--- config.mk ---
export PLATFORM = sky130hd
export DESIGN_NAME = pcileech_tx_arbiter
export DESIGN_NICKNAME = d
export VERILOG_FILES = /design/src/rtl/pcileech_fifo_pkg.sv /design/src/rtl/pcileech_starve_ctr.sv /design/src/rtl/pcileech_tx_arbiter.sv
export SDC_FILE = /design/constraint.sdc
export NUM_CORES = 1
export LEC_CHECK = 0
export CAP_MARGIN = 20
export CORE_AREA = 5 5 132 134
export DETAILED_ROUTE_END_ITERATION = 8
export DIE_AREA = 0 0 137 139
export PLACE_DENSITY = 0.67
export SYNTH_ARGS = -nofsm -noshare
export SYNTH_HDL_FRONTEND = slang
export SYNTH_SLANG_ARGS = --single-unit
--- constraint.sdc ---
create_clock -name CLK -period 2.8 [get_ports CLK]
set_input_delay 0.42 -clock CLK [delete_from_list [all_inputs] [get_ports CLK]]
set_output_delay 0.42 -clock CLK [all_outputs]
set_load 0.03 [all_outputs]
--- src/rtl/pcileech_fifo_pkg.sv ---
// Shared definitions for the PCILeech FT601 TX path: source indices, arbiter
// state encoding, stream magic and the TLP last-DWORD flag position.
package pcileech_fifo_pkg;

  localparam int unsigned NumSrc  = 4;
  localparam int unsigned SrcTlp  = 0;
  localparam int unsigned SrcCfg  = 1;
  localparam int unsigned SrcLoop = 2;
  localparam int unsigned SrcCmd  = 3;

  localparam logic [7:0]  Magic      = 8'h77;
  localparam int unsigned TlpLastBit = 10;

  typedef enum logic [1:0] {
    StIdle  = 2'd0,
    StIssue = 2'd1,
    StDrain = 2'd2,
    StLock  = 2'd3
  } arb_state_e;

  // One-hot of the lowest set bit of v (zero when v is zero).
  function automatic logic [3:0] lowest_onehot(input logic [3:0] v);
    return v & (~v + 4'd1);
  endfunction

endpackage

--- src/rtl/pcileech_starve_ctr.sv ---
// Saturating per-source starvation counter; flags a source that has lost
// arbitration for Limit consecutive cycles.
module pcileech_starve_ctr #(
  parameter int unsigned Limit = 32
) (
  input  logic clk_i,
  input  logic rst_ni,
  input  logic req_i,
  input  logic gnt_i,
  output logic starved_o
);

  localparam int unsigned CntW = $clog2(Limit + 1);

  logic [CntW-1:0] cnt_q, cnt_d;

  always_comb begin
    cnt_d = cnt_q;
    if (!req_i || gnt_i) begin
      cnt_d = '0;
    end else if (cnt_q < CntW'(Limit)) begin
      cnt_d = cnt_q + 1'b1;
    end
  end

  always_ff @(posedge clk_i or negedge rst_ni) begin
    if (!rst_ni) begin
      cnt_q <= '0;
    end else begin
      cnt_q <= cnt_d;
    end
  end

  assign starved_o = (cnt_q >= CntW'(Limit));

endmodule

--- src/rtl/pcileech_tx_arbiter.sv ---
// Four-source arbiter feeding the FT601 TX FIFO. TLP packets hold the sink
// until their last DWORD; CFG/LOOP/CMD sources move one word per grant.
module pcileech_tx_arbiter
  import pcileech_fifo_pkg::*;
#(
  parameter int unsigned STARVE_LIMIT = 32,
  parameter int unsigned LOCK_TIMEOUT = 1024
) (
  input  logic         CLK,
  input  logic         RESET_N,
  input  logic [3:0]   src_empty,
  input  logic [3:0]   src_valid,
  input  logic [255:0] src_dout,
  output logic [3:0]   src_rden,
  input  logic [3:0]   src_enable,
  input  logic         sink_almost_full,
  output logic [63:0]  sink_din,
  output logic         sink_wren,
  output logic [3:0]   grant,
  output logic         err_timeout
);

  localparam int unsigned LockW = $clog2(LOCK_TIMEOUT + 1);

  arb_state_e       state_q, state_d;
  logic [3:0]       grant_q, grant_d;
  logic [LockW-1:0] idle_q, idle_d;

  logic [3:0] req;
  logic [3:0] starved;
  logic [3:0] starved_req;
  logic [3:0] win;
  logic       g_valid;
  logic       g_empty;
  logic       tlp_last;
  logic       timeout;

  assign req = src_enable & ~src_empty;

  for (genvar i = 0; i < NumSrc; i++) begin : g_starve
    pcileech_starve_ctr #(
      .Limit(STARVE_LIMIT)
    ) u_starve (
      .clk_i    (CLK),
      .rst_ni   (RESET_N),
      .req_i    (req[i]),
      .gnt_i    (grant_q[i]),
      .starved_o(starved[i])
    );
  end

  // Starved requesters pre-empt plain index priority.
  assign starved_req = starved & req;
  assign win         = lowest_onehot((|starved_req) ? starved_req : req);

  assign g_valid  = |(src_valid & grant_q);
  assign g_empty  = |(src_empty & grant_q);
  assign tlp_last = src_valid[SrcTlp] & src_dout[TlpLastBit];
  assign timeout  = (idle_q == LockW'(LOCK_TIMEOUT)) & ~src_valid[SrcTlp];

  always_comb begin
    state_d     = state_q;
    grant_d     = grant_q;
    idle_d      = idle_q;
    src_rden    = '0;
    err_timeout = 1'b0;
    unique case (state_q)
      StIdle: begin
        idle_d = '0;
        if (|req) begin
          grant_d = win;
          state_d = win[SrcTlp] ? StLock : StIssue;
        end
      end
      StIssue: begin
        if (!g_empty && !sink_almost_full) begin
          src_rden = grant_q;
          state_d  = StDrain;
        end
      end
      StDrain: begin
        if (g_valid) begin
          grant_d = '0;
          state_d = StIdle;
        end
      end
      StLock: begin
        if (timeout) begin
          err_timeout = 1'b1;
          grant_d     = '0;
          idle_d      = '0;
          state_d     = StIdle;
        end else begin
          // Stop fetching once the last DWORD is on the bus.
          src_rden[SrcTlp] = ~src_empty[SrcTlp] & ~sink_almost_full & ~tlp_last;
          idle_d = src_valid[SrcTlp] ? '0 : idle_q + 1'b1;
          if (tlp_last) begin
            grant_d = '0;
            state_d = StIdle;
          end
        end
      end
      default: begin
        grant_d = '0;
        state_d = StIdle;
      end
    endcase
  end

  always_ff @(posedge CLK or negedge RESET_N) begin
    if (!RESET_N) begin
      state_q <= StIdle;
      grant_q <= '0;
      idle_q  <= '0;
    end else begin
      state_q <= state_d;
      grant_q <= grant_d;
      idle_q  <= idle_d;
    end
  end

  always_comb begin
    sink_din = '0;
    for (int i = 0; i < NumSrc; i++) begin
      if (grant_q[i]) begin
        sink_din = src_dout[64*i +: 64];
      end
    end
  end

  assign sink_wren = g_valid;
  assign grant     = grant_q;

endmodule

# [Yosys cells after proc, flatten, opt, wreduce, memory -nomap -nowiden]
# Index checks and enable logic that the tools add are counted.
[op_classes] n_addsub=6 mul=0 div_mod_pow=0 magnitude_cmp=8 n_eq_ne=8 shifts=0 n_mux=34 bitwise_logic=15 reduce_logical=24
[op_table] operator="64-bit 2-to-1 mux" n=4
[op_table] operator="6-bit 2-to-1 mux" n=8
[op_table] operator="6-bit by 1-bit adder with 6-bit output, second input constant" n=4
[op_table] operator="6-bit greater-or-equal comparator, second input constant" n=4
[op_table] operator="6-bit less-than comparator, second input constant" n=4
[op_table] operator="4-bit 2-to-1 mux" n=6
[op_table] operator="11-bit 2-to-1 mux" n=2
[op_table] operator="11-bit one-hot mux with 2 select lines" n=1
[op_table] operator="4-bit AND" n=5
[op_table] operator="4-bit OR reduction" n=4
[op_table] operator="2-bit 2-to-1 mux" n=6
[op_table] operator="4-bit one-hot mux with 3 select lines" n=1
[op_table] operator="11-bit by 1-bit adder with 11-bit output, second input constant" n=1
[op_table] operator="11-bit == test, second input constant" n=1
[op_table] operator="2-bit nonzero test" n=5
[op_table] operator="4-bit inverter" n=2
[op_table] operator="2-bit one-hot mux with 4 select lines" n=1
[op_table] operator="4-bit AND reduction" n=2
[op_table] operator="1-bit zero test" n=6
[op_table] operator="2-bit inequality test, second input constant" n=3
[op_table] operator="4-bit by 1-bit adder with 4-bit output, second input constant" n=1
[op_table] operator="1-bit AND" n=4
[op_table] operator="2-bit == test, second input constant" n=2
[op_table] operator="1-bit logical OR" n=4
[op_table] operator="9 further kinds" n=14
[totals] ff_bits=41 latchBits=0 ramBits=0 rom_bits=0 inputBits=271 out_inout_bits=74 word_cells=102 memories=0

# [Depth between registers and ports, before layout]
[depth] depth_word=11 mapped_depth=8 mapped_depth_nobuf=7

# [Modules after synthesis]
# A second synthesis with hierarchy kept.
[hier_totals] cells_unflattened=611 hier_area_um2=4201.5
[modules_own_cells] module="pcileech_tx_arbiter" instances=1 cells_per_inst=491 area_per_inst_um2=2950.3 seq_area_each_um2=425.4
[modules_own_cells] module="pcileech_starve_ctr" instances=4 cells_per_inst=30 area_per_inst_um2=312.8 seq_area_each_um2=150.1

# [Least setup slack after synthesis]
# No wires, ideal clock.
[synth_path] path_type="register to output" startpoint="reg grant_q[1] (netlist: grant[1])" endpoint="out sink_din[53]" arrival_time_ns=2.088 t_required_ns=2.380 slack_ns=0.292 path_stages_with_launch=9 path_buffers=3 path_cell_list="dfrtp_1 -> clkbuf_1 -> nor2b_1 -> clkbuf_1 -> buf_1 -> a22oi_1 -> nor2_1 -> a21oi_1 -> o21ai_0"
[synth_between] elab_chain_len=3
[synth_lines] element="start, declared" line="pcileech_tx_arbiter.sv:26" source="logic [3:0] grant_q, grant_d;"
[synth_lines] element="start signal, assigned" line="pcileech_tx_arbiter.sv:117" source="grant_q <= grant_d;"
[synth_lines] element="64-bit 2-to-1 mux (3 in a row)" line="pcileech_tx_arbiter.sv:125" source="if (grant_q[i]) begin"
[synth_lines] element="end, declared" line="pcileech_tx_arbiter.sv:17" source="output logic [63:0] sink_din,"
# Every way passes these cells.

# [Final worst setup path]
[layout_path] startpoint="reg idle_q[0]" endpoint="out err_timeout"
[layout_between] elab_chain_len=4
[layout_lines] element="start, declared" line="pcileech_tx_arbiter.sv:27" source="logic [LockW-1:0] idle_q, idle_d;"
[layout_lines] element="start signal, assigned" line="pcileech_tx_arbiter.sv:118" source="idle_q <= idle_d;"
[layout_lines] element="11-bit == test" line="pcileech_tx_arbiter.sv:59" source="assign timeout = (idle_q == LockW'(LOCK_TIMEOUT)) & ~src_valid[SrcTlp];"
[layout_lines] element="1-bit AND" line="pcileech_tx_arbiter.sv:59"
[layout_lines] element="1-bit 2-to-1 mux" line="pcileech_tx_arbiter.sv:88" source="if (timeout) begin"
[layout_lines] element="1-bit 2-to-1 mux" line="pcileech_tx_arbiter.sv:67" source="unique case (state_q)"
[layout_lines] element="end, declared" line="pcileech_tx_arbiter.sv:20" source="output logic err_timeout"
# Every way passes these cells.

==> out/metrics.yaml <==
critical_path:
  r2r_start: "idle_q[0]"
  end_kind: "output pin"
  reg2reg_slack_ns: 0.50
  regToRegEndpoint: "grant[0]"
  crit_path_max_fanout: 5
  r2r_cells: 7
  critPathKind: "flop to output pin"
  crit_path_start_kind: "flop"
  arrival_ns: 2.16
  required_ns: 2.38
synthesis:
  yosysUniqueCellTypes: 43
  ys_warn_count: 0
  yosys-top-cells-area: "dfrtp_1 24%, a22oi_1 12%, nor2_1 9.1%, a21oi_1 8.6%, o21ai_0 8.4%"
  synth_top_cell_by_area: "dfrtp_1"
  synth_top_area_share_pct: 24.5
  synthCells: 631
  ys_seq_area_share_pct: 24.5
  synth_nets: 916
  synth_edf_count: 0
  synth.ff_latch_count: 41
  syn_area_um2: 4190
  async_flop_share_pct: 100
  synth.avg_cell_area_um2: 6.64
  ys.flop_type: "dfrtp_1"
sta:
  grt_setup_unrepaired: "false"
  finalClockSkew_ns: 0.00637
  worst_pin_slew_ns: 0.769
  max_freq_ghz: 0.387
  setup_viol: 0
  drv_slew: 0
  fin_crit_ns: 2.58
  hold_violations: 0
  slew_headroom_pct: 48.1
  finalCritPeriodShare_pct: 92.2
  fin_tns_setup_ns: 0
pwr:
  clkPwrFrac_pct: 10.6
  p_int_mw: 3.00
  swShare_pct: 52.6
  p_per_area_nw_per_um2: 800
  p_comb_share_pct: 77.0
  power.switching_mw: 3.32
  pwr-share-seq_pct: 12.4
  peakVddDrop_uv: 649
  leakagePower_nw: 3.18
detailed_routing:
  initialDrtViolationCount: 225
  drc: 0
  vias: 5664
  drt_wl_total_um: 20900
  dr.pass1.iters: 4
  viasPerCell: 4.87
  ant_nets: 0
  wl_per_cell_um: 18.0
cts:
  cts_root_buf: "clkbuf_16"
  clk_path_buf_depth: 2
  cts-buffers-inserted: 5
  cts.sinks: 41
  path_clk_slew_ns: 0.06
  h-tree-depth: 2
  tritoncts: "yes"
  clk_latency_ns: 0.28
  cts_hold_buf: 0
final_layout:
  final_cell_mix: "274 x clkdlybuf4s50_1, 102 x nor2_1, 87 x nand2_1"
  fin_cells: 1163
  final_common_cell: "clkdlybuf4s50_1"
  area_growth_syn_to_layout_pct: 88.3
  num-nets-final: 1223
  drive_gt1_share_pct: 10.3
  final_cell_area_um2: 7890
  final_util_pct: 48.8
worst_hold_path:
  hold_path.class: "input port to async pin"
die:
  start_util_pct: 25.9
  die_y_um: 139
  fp-row-count: 47
  ios: 345
  dieArea_um2: 19000
  die_w_um: 137
  core_um2: 16200
global_routing:
  antenna_found_initial: 11
  grt_use_total_pct: 20.0
  grt_pass1_vias: 5233
  grt_max_degree: 127
  grt_pass1_wl_um: 30000
  gr-total-overflow: 0
placement:
  dp_hpwl_um: 17000
  gp_congestion: 0.867
  io_buffer_count: 344
  dpl_cell_area_um2: 7710
  place_inst: 1151
status:
  status: "complete, no violations"
flow_run:
  max_cap_violations: 0
==> worst max-delay path, cell delays in order, from the launching register on <==
cell and delay [ns]:
dfrtp_1 0.41, inv_1 0.07, ha_1 0.13, or4b_1 0.52
nor3_1 0.17, and3_1 0.17, dlygate4sd2_1 0.40
==> stage by stage <==
step | hold WS, ns | total power [mW] | setup slack (ns)
finish | 0.197 | 6.31 | 0.218
global route | 0.249 | 6.74 | 0.0790
global placement | 0.507 | 5.66 | 0.262
CTS | 0.223 | 6.38 | 0.0902
detailed placement | 0.513 | 5.69 | 0.250
floorplan | 0.124 | 3.66 | 0.292
==> flip-flops by register name, indices dropped and copies added, names as in the netlist <==
signal                   cells
g_starve.u_starve.cnt_q     24
idle_q                      11
grant                        4
state_q                      2
==> worst max path at each step <==
stage | from | to | slack [ns] | cells past startpoint
finish | idle_q[0] | err_timeout | 0.22 | 6
CTS | grant[1] | sink_din[48] | 0.09 | 6
floorplan | grant[1] | sink_din[53] | 0.29 | 8
detailed placement | idle_q[0] | err_timeout | 0.25 | 6
global placement | idle_q[0] | err_timeout | 0.26 | 6
global route | grant[1] | sink_din[6] | 0.08 | 6
==> power groups by stage <==
stage | sequential (mW) | clock (mW) | combinational [mW]
3_5_place_dp | 0.800 | 0 | 4.89
4_1_cts | 0.789 | 0.688 | 4.90
5_1_grt | 0.807 | 0.715 | 5.22
6_report | 0.784 | 0.671 | 4.86
2_1_floorplan | 0.703 | 0 | 2.95
3_3_place_gp | 0.797 | 0 | 4.87
==> cell usage after synthesis, drive strengths merged (5+ instances only) <==
| cell | instances |
|---|---|
| a21oi | 72 |
| mux2 | 5 |
| xor2 | 8 |
| nand2 | 87 |
| nor4 | 5 |
| nand2b | 8 |
| inv | 14 |
| dfrtp | 41 |
| nor3 | 6 |
| clkbuf | 44 |
| o21ai | 84 |
| mux2i | 6 |
| nor2b | 10 |
| nor2 | 102 |
| buf | 11 |
| ha | 14 |
| a22oi | 68 |
| nand3 | 12 |
| xnor2 | 5 |
==> layout make-up <==
type | count | area (µm²)
Clock buffer | 7 | 143
Multi-Input combinational cell | 521 | 2900
Tap cell | 220 | 275
Sequential cell | 41 | 1030
Clock inverter | 1 | 30.0
Antenna cell | 4 | 10.0
Timing Repair Buffer | 355 | 3450
Fill cell | 1597 | 8280
Inverter | 14 | 52.6
==> cell families after synthesis <==
logic type	Yosys count	share of synthesized area, %
muxes	11	2.78
buffers and inverters	69	6.57
adders and majority gates	14	4.18
DFF	41	24.5
AOI/OAI and AO/OA	236	33.2
xor gates and xnor gates	13	2.72
and+or+nand+nor	247	26.1
==> routing by layer <==
metal  GRT usage, %  vias to the layer above  wire length, µm
met3           8.24                       28             2320
met5              0                        -               80
li1               -                     2840                -
met1           23.9                     2577             8190
met4           3.26                       14              181
met2           33.9                      205            10100
==> timing repair <==
item,in CTS,in global routing
pin swaps,0,0
resized for setup,1,2
cloned,0,0
setup buffers,0,0
setup endpoints to repair,1,2
Power figures use the tool's default switching activity.
